### config.mk
export PLATFORM = sky130hd
export DESIGN_NAME = mode_counter
export DESIGN_NICKNAME = d
export VERILOG_FILES = /design/src/rtl/mode_counter_pkg.sv /design/src/rtl/mode_counter_prescaler.sv /design/src/rtl/mode_counter.sv
export SDC_FILE = /design/constraint.sdc
export NUM_CORES = 1
export LEC_CHECK = 0
export BUFFER_PORTS_ARGS = -buffer_cell sky130_fd_sc_hd__clkbuf_2
export CAP_MARGIN = 40
export CORE_UTILIZATION = 30
export CTS_CLUSTER_SIZE = 40
export DETAILED_ROUTE_END_ITERATION = 10
export SLEW_MARGIN = 40
export SYNTH_ARGS = -nofsm -noshare
export SYNTH_HDL_FRONTEND = slang
export SYNTH_SLANG_ARGS = --single-unit
### constraint.sdc
create_clock -name clk_i -period 5.85 [get_ports clk_i]
set_input_delay 1.17 -clock clk_i [delete_from_list [all_inputs] [get_ports clk_i]]
set_output_delay 1.17 -clock clk_i [all_outputs]
set_load 0.02 [all_outputs]
### src/rtl/mode_counter_pkg.sv
// Shared types and constants for the mode_counter timer/counter.
//   state_t      : FSM encoding (IDLE, RUN, DONE)
//   MODE_*       : mode_i encodings (auto-reload / one-shot)
//   DIR_*        : dir_i encodings (up / down)
package mode_counter_pkg;

  typedef enum logic [1:0] {
    IDLE = 2'd0,
    RUN  = 2'd1,
    DONE = 2'd2
  } state_t;

  localparam logic MODE_RELOAD  = 1'b0;
  localparam logic MODE_ONESHOT = 1'b1;

  localparam logic DIR_UP   = 1'b1;
  localparam logic DIR_DOWN = 1'b0;

endpackage

### src/rtl/mode_counter_prescaler.sv
// Clock-enable divider: emits a tick every div_i+1 enabled cycles.
//   clk_i  : clock
//   rst_i  : synchronous active-low reset
//   clr_i  : restart the division (wins over en_i, suppresses the tick)
//   en_i   : advance enable
//   div_i  : divide value minus one
//   tick_o : combinational tick, valid in the cycle the count wraps
module prescaler #(
  parameter int unsigned PRESC_W = 8
) (
  input  logic               clk_i,
  input  logic               rst_i,
  input  logic               clr_i,
  input  logic               en_i,
  input  logic [PRESC_W-1:0] div_i,
  output logic               tick_o
);

  logic [PRESC_W-1:0] r_pcnt;
  logic [PRESC_W-1:0] w_pcnt_n;
  logic               w_wrap;

  assign w_wrap = (r_pcnt == div_i);
  assign tick_o = en_i && !clr_i && w_wrap;

  // Next prescaler count
  always_comb begin
    w_pcnt_n = r_pcnt;
    if (clr_i) begin
      w_pcnt_n = '0;
    end else if (en_i) begin
      w_pcnt_n = w_wrap ? '0 : r_pcnt + PRESC_W'(1);
    end
  end

  always_ff @(posedge clk_i) begin
    if (!rst_i) r_pcnt <= '0;
    else        r_pcnt <= w_pcnt_n;
  end

endmodule

### src/rtl/mode_counter.sv
// General-purpose timer/counter: up/down, programmable terminal value,
// prescaled tick, one-shot or auto-reload, parallel load, sticky flags.
//   clk_i, rst_i (sync active-low)
//   en_i, dir_i, mode_i, start_i, stop_i, limit_i, presc_i : control/config
//   load_i, load_val_i : parallel load
//   clr_flag_i         : clear done_o/ovf_o
//   counter_o, tc_o, done_o, ovf_o, busy_o : registered status
module mode_counter
  import mode_counter_pkg::*;
#(
  parameter int unsigned WIDTH   = 16,
  parameter int unsigned PRESC_W = 8
) (
  input  logic               clk_i,
  input  logic               rst_i,
  input  logic               en_i,
  input  logic               dir_i,
  input  logic               mode_i,
  input  logic               start_i,
  input  logic               stop_i,
  input  logic [WIDTH-1:0]   limit_i,
  input  logic [PRESC_W-1:0] presc_i,
  input  logic               load_i,
  input  logic [WIDTH-1:0]   load_val_i,
  input  logic               clr_flag_i,
  output logic [WIDTH-1:0]   counter_o,
  output logic               tc_o,
  output logic               done_o,
  output logic               ovf_o,
  output logic               busy_o
);

  state_t             r_state, w_state_n;
  logic [WIDTH-1:0]   r_cnt, w_cnt_n;
  logic [WIDTH-1:0]   r_limit, w_limit_n;
  logic [PRESC_W-1:0] r_presc, w_presc_n;
  logic               r_dir, w_dir_n;
  logic               r_mode, w_mode_n;
  logic               r_tc, w_tc_n;
  logic               r_done, w_done_n;
  logic               r_ovf, w_ovf_n;
  logic               r_busy;
  logic               w_tick;
  logic               w_at_term;
  logic               w_term_ev;

  // Prescaler only advances in RUN; start and load restart it
  prescaler #(.PRESC_W(PRESC_W)) u_presc (
    .clk_i  (clk_i),
    .rst_i  (rst_i),
    .clr_i  (load_i || start_i),
    .en_i   (en_i && (r_state == RUN)),
    .div_i  (r_presc),
    .tick_o (w_tick)
  );

  assign w_at_term = (r_dir == DIR_UP) ? (r_cnt == r_limit) : (r_cnt == '0);

  // Next-state, counter and flag logic; priority load > stop > start > tick
  always_comb begin
    w_state_n = r_state;
    w_cnt_n   = r_cnt;
    w_limit_n = r_limit;
    w_presc_n = r_presc;
    w_dir_n   = r_dir;
    w_mode_n  = r_mode;
    w_term_ev = 1'b0;
    w_done_n  = r_done;
    w_ovf_n   = r_ovf;

    if (load_i) begin
      w_cnt_n = load_val_i;
    end else if (stop_i) begin
      w_state_n = IDLE;
    end else if (start_i) begin
      w_dir_n   = dir_i;
      w_mode_n  = mode_i;
      w_limit_n = limit_i;
      w_presc_n = presc_i;
      w_cnt_n   = (dir_i == DIR_UP) ? '0 : limit_i;
      w_state_n = RUN;
    end else if (w_tick) begin
      if (w_at_term) begin
        w_term_ev = 1'b1;
        if (r_mode == MODE_RELOAD) w_cnt_n = (r_dir == DIR_UP) ? '0 : r_limit;
        else                       w_state_n = DONE;
      end else begin
        // Plain modular step; wrapping through zero is not a terminal event
        w_cnt_n = (r_dir == DIR_UP) ? r_cnt + WIDTH'(1) : r_cnt - WIDTH'(1);
      end
    end

    // A terminal event coinciding with a flag clear leaves done set, ovf clear
    if (w_term_ev) begin
      w_ovf_n  = clr_flag_i ? 1'b0 : (r_ovf || r_done);
      w_done_n = 1'b1;
    end else if (clr_flag_i) begin
      w_done_n = 1'b0;
      w_ovf_n  = 1'b0;
    end

    w_tc_n = w_term_ev;
  end

  always_ff @(posedge clk_i) begin
    if (!rst_i) begin
      r_state <= IDLE;
      r_cnt   <= '0;
      r_limit <= '0;
      r_presc <= '0;
      r_dir   <= 1'b0;
      r_mode  <= 1'b0;
      r_tc    <= 1'b0;
      r_done  <= 1'b0;
      r_ovf   <= 1'b0;
      r_busy  <= 1'b0;
    end else begin
      r_state <= w_state_n;
      r_cnt   <= w_cnt_n;
      r_limit <= w_limit_n;
      r_presc <= w_presc_n;
      r_dir   <= w_dir_n;
      r_mode  <= w_mode_n;
      r_tc    <= w_tc_n;
      r_done  <= w_done_n;
      r_ovf   <= w_ovf_n;
      r_busy  <= (w_state_n == RUN);
    end
  end

  assign counter_o = r_cnt;
  assign tc_o      = r_tc;
  assign done_o    = r_done;
  assign ovf_o     = r_ovf;
  assign busy_o    = r_busy;

endmodule

== Yosys cells after proc, flatten, opt, wreduce, memory -nomap -nowiden ==
Cells that the tools add are included.

* Register bits: 56
* Bits of input ports: 49
* Output and inout bits: 20
* Logic and storage cells: 61

* $add $sub $neg: 3
* Eq/ne operators: 6
* Mux-type cells: 26
* Bitwise gates (word level): 3
* Reduce and logical (&&, ||, !) cells: 12

{| class="wikitable"
|+ Operator list
! operator !! count
|-
| two-way mux 16 bit || 9
|-
| adder 16 x 1 -> 16 bit, second input constant || 1
|-
| == test 16 bit || 1
|-
| logical NOT 16 bit || 1
|-
| subtractor 16 x 1 -> 16 bit, second input constant || 1
|-
| two-way mux 2 bit || 6
|-
| two-way mux 1 bit || 10
|-
| adder 8 x 1 -> 8 bit, second input constant || 1
|-
| == test 8 bit || 1
|-
| two-way mux 8 bit || 1
|-
| AND reduction 3 bit || 2
|-
| == test 2 x 1 -> 1 bit, second input constant || 2
|-
| != test 4 bit, second input constant || 1
|-
| logical AND 1 bit || 3
|-
| inverter 1 bit || 3
|-
| nonzero test 3 bit || 1
|-
| logical OR 1 bit || 2
|-
| != test 2 x 1 -> 1 bit, second input constant || 1
|-
| nonzero test 2 bit || 1
|-
| OR reduction 2 bit || 1
|-
| logical NOT 1 bit || 1
|}

== Logic depth before layout (Yosys ltp) ==
* Word-level depth: 9
* Depth in mapped cells: 10

== Hierarchy ==
Synthesis repeated with hierarchy kept, for this count alone.

* Cell total of the unflattened synthesis: 443
* Area, all modules: 3534.6 um^2

{| class="wikitable"
|+ Modules (own cells, without submodules)
! module !! times used !! cells each !! area each (um^2)
|-
| mode_counter || 1 || 394 || 3094.2
|-
| prescaler || 1 || 49 || 440.4
|}

== Least setup slack after synthesis ==
No wires, ideal clock.

* Kind: input-to-reg
* From: in start_i
* To: reg r_dir
* Setup time: 76 ps
* Arrival time: 2607 ps
* Data required time: 5774 ps
* Slack: 3167 ps
* Cell stages on the path: 7
* Path buffers: 3
* Path through: buf_2 -> inv_1 -> clkbuf_1 -> nor3_1 -> clkbuf_1 -> nand2_1 -> a21boi_0

* Word-level cells in the longest chain between the ends: 1

{| class="wikitable"
|+ Ends and longest elaborated chain
! element !! line !! RTL
|-
| start, declared || mode_counter.sv:19 || <nowiki>input logic start_i,</nowiki>
|-
| AND reduction 3 bit (no source line) || -- ||
|-
| end signal, assigned || mode_counter.sv:122 || <nowiki>r_dir <= w_dir_n;</nowiki>
|-
| end, declared || mode_counter.sv:37 || <nowiki>logic r_dir, w_dir_n;</nowiki>
|}

No other way between the ends.
A chain may end at the register's enable or synchronous reset.

== Worst setup path in the final report ==
* From: in load_i
* To: reg r_cnt[15] (netlist: counter_o[15])

* Word-level cells in the longest chain between the ends: 6
* Elaborated cells between the ends (all ways): 9
* Classes of those cells: eq/ne (2); mux (1); reduce/logical (6)

{| class="wikitable"
|+ Ends and longest elaborated chain
! element !! line !! RTL
|-
| start, declared || mode_counter.sv:23 || <nowiki>input logic load_i,</nowiki>
|-
| logical OR 1 bit || mode_counter.sv:51 || <nowiki>.clr_i (load_i || start_i),</nowiki>
|-
| logical NOT 1 bit || mode_counter_prescaler.sv:24 || <nowiki>assign tick_o = en_i && !clr_i && w_wrap;</nowiki>
|-
| logical AND 1 bit (2 in series) || mode_counter_prescaler.sv:24 ||
|-
| nonzero test 3 bit (no source line) || -- ||
|-
| AND reduction 3 bit (no source line) || -- ||
|-
| end signal, assigned || mode_counter.sv:119 || <nowiki>r_cnt <= w_cnt_n;</nowiki>
|-
| end, declared || mode_counter.sv:34 || <nowiki>logic [WIDTH-1:0] r_cnt, w_cnt_n;</nowiki>
|}

Parallel ways exist; a longest one is shown, timed or not.

==> results.json <==
{
  "dr.pass1.iters": 6,
  "clk_pin_slew_worst_paths_ns": 0.07,
  "synthTopCellsByArea": "dfxtp_1 (30%), nand2_1 (8.3%), xnor2_1 (5.7%), a21boi_0 (5.3%), ha_1 (5.1%)",
  "yosysMostFrequentCell": "nand2_1",
  "skew_ns": 0.00575,
  "dieArea_um2": 12800,
  "grt_max_degree": 54,
  "dp_hpwl_um": 8780,
  "core_um2": 12100,
  "yosysUniqueCellTypes": 61,
  "critPathLaunch": "load_i",
  "fin_crit_sh_pct": 53.9,
  "synth_area_per_cell_um2": 8.13,
  "io_pins": 69,
  "drv_cap": 0,
  "finalSetupTns_ns": 0,
  "num_vias": 3569,
  "netlist.area_leader.share_pct": 30.2,
  "outcome": "completed",
  "postRouteAntennaNets": 0,
  "ys_ff_latch": 56,
  "drv_slew": 0,
  "die_w_um": 113,
  "wl_per_cell_um": 16.9,
  "ctsResizeCount": 0,
  "drt_iter0_drc": 253,
  "holdPathEnd": "r_presc[1]$_SDFFE_PN0P_",
  "p_leak_nw": 1.72,
  "antenna_found_initial": 0,
  "fin_crit_ns": 3.15,
  "hp-start": "r_presc[1]$_SDFFE_PN0P_",
  "yosysTopAreaCell": "dfxtp_1",
  "yosysWarnings": 0,
  "crit_type": "in -> reg",
  "critPathSlowestCell": "or2_1",
  "synth_area_um2": 3710,
  "nets": 574,
  "cp_slowest_stage_delay_ns": 0.64,
  "synthFlopType": "dfxtp_1",
  "min_path_type": "reg -> reg",
  "rsz0062_at_grt": "false",
  "htreeDepth": 2,
  "clkLatencyLatePin_ns": 0.29,
  "post-route-util_pct": 35.9,
  "hold_viol_final": 0,
  "cp-start-kind": "primary input",
  "setup_viol": 0,
  "synth_fp_nets": 522,
  "ys_seq_area_share_pct": 30.2,
  "viasPerCell": 5.26,
  "async_flop_share_pct": 0,
  "timing.rr.start": "r_dir$_SDFFE_PN0P_",
  "postCtsSetupRepairBufs": 0,
  "r2r_end": "counter_o[15]$_SDFFE_PN0P_",
  "grt.total_usage_pct": 17.9,
  "start_util_pct": 30.8,
  "root_buffer": "clkbuf_16",
  "cp_cell_sequence": "clkbuf_2 -> inv_1 -> o21ai_0 -> buf_4 -> or2_1 -> a31oi_1",
  "fillers": 1305,
  "portBuffers": 68,
  "drt_wl_total_um": 11400,
  "end_kind": "register",
  "synthCells": 457,
  "grt_pass1_wl_um": 18100,
  "cts.hold.buffers_added": 0,
  "crit_arrival_ns": 3.28,
  "place.gp.congestion": 0.895,
  "clockBufferDepth": 2,
  "rows": 40,
  "critPathRequiredTime_ns": 5.98,
  "worst-r2r-setup-slack_ns": 2.75,
  "antennaDiodeCount": 0,
  "grt_overflow": 0,
  "cts_buffers": 5,
  "drive_gt1_share_pct": 19.0,
  "slew_headroom_pct": 48.2,
  "die_h_um": 113,
  "clock.fmax_mhz": 317,
  "grt_pass1_vias": 3359,
  "synth_edf_count": 0,
  "cts.sinks": 56,
  "ys_top_cells_by_count": "nand2_1 (82), dfxtp_1 (56), a21boi_0 (26), a21oi_1 (26), nor2_1 (26)",
  "crit_fanout": 27,
  "syn_to_final_growth_pct": 16.6,
  "cts_tree": "done",
  "irDropWorstVdd_v": 0.000115,
  "worst_pin_slew_ns": 0.777,
  "p_per_area_nw_per_um2": 255,
  "hold-path-cell-count": 2,
  "r2r_cells": 8,
  "drc": 0
}
routing by layer:
layer / global-route usage, % / wire length, um / vias up
li1: - / - / 1763
met1: 25.5 / 5630 / 1674
met5: 0 / 0 / -
met2: 28.8 / 5140 / 122
met3: 3.00 / 570 / 10
met4: 2.98 / 95 / 0
flip-flops by register name (all words and copies together) (netlist names):
name,count
done_o,1
u_presc.r_pcnt,8
counter_o,16
busy_o,1
r_limit,16
tc_o,1
ovf_o,1
r_presc,8
r_dir,1
r_state,2
r_mode,1
worst max-delay path, delay by kind of cell:
kind / cells / cell delay (ns)
compound gates: 2 / 0.36
buf+inv: 3 / 1.09
simple gates: 1 / 0.64
cell families (layout without fill, tap and decap cells):
logic type      after synthesis  count (layout)  share of synthesized area (%)
simple gates                169             169                           21.3
compound gates              137             137                           28.3
flops                        56              56                           30.2
xor+xnor                     42              42                           9.91
buf+inv                      36              89                           4.45
fa+ha+maj                    16              16                           5.59
mux                           1               1                          0.270
layout by cell type (no fill, tap or decap), types with 12 or more instances in the layout:
cell type,synthesis,final
o21ai_0,12,12
clkbuf_2,0,67
a21boi_0,26,26
ha_1,15,15
xnor2_1,24,24
a21oi_1,26,26
dfxtp_1,56,56
nand2_1,82,81
xor2_1,18,18
nor2_1,26,25
layout make-up:
| class | count | area, um^2 | area share [%] |
|---|---|---|---|
| clock buffer | 6 | 129 | 2.98 |
| multi-input combinational | 365 | 2440 | 56.3 |
| sequential | 56 | 1120 | 25.9 |
| timing repair buffer | 70 | 358 | 8.26 |
| tap | 168 | 210 | 4.85 |
| inverter | 11 | 41.3 | 0.953 |
| clock inverter | 2 | 35.0 | 0.809 |
through the flow:
step	worst slack, ns	area (um^2)	hold WS, ns	std cells	power [mW]
3_3_place_gp	2.54	4160	0.471	670	0.768
4_1_cts	2.73	4330	0.485	678	1.11
3_5_place_dp	2.44	4170	0.474	670	0.774
2_1_floorplan	3.17	3710	0.455	457	0.672
6_report	2.70	4330	0.483	678	1.10
5_1_grt	2.54	4330	0.521	678	1.16
power by group:
part | internal (mW) | switching, mW | total [mW]
sequential | 0.400 | 0.0342 | 0.434
clock | 0.202 | 0.133 | 0.335
combinational | 0.139 | 0.196 | 0.336
total | 0.741 | 0.364 | 1.10
how the worst max path moves through the flow:
stage	depth (start not counted)	to	slack, ns
2_1_floorplan	7	r_dir$_SDFFE_PN0P_	3.17
3_3_place_gp	6	counter_o[15]$_SDFFE_PN0P_	2.54
3_5_place_dp	6	counter_o[15]$_SDFFE_PN0P_	2.44
4_1_cts	6	counter_o[15]$_SDFFE_PN0P_	2.73
5_1_grt	8	counter_o[15]$_SDFFE_PN0P_	2.54
6_report	6	counter_o[15]$_SDFFE_PN0P_	2.70
No activity file was read; power rests on OpenSTA's default activity.
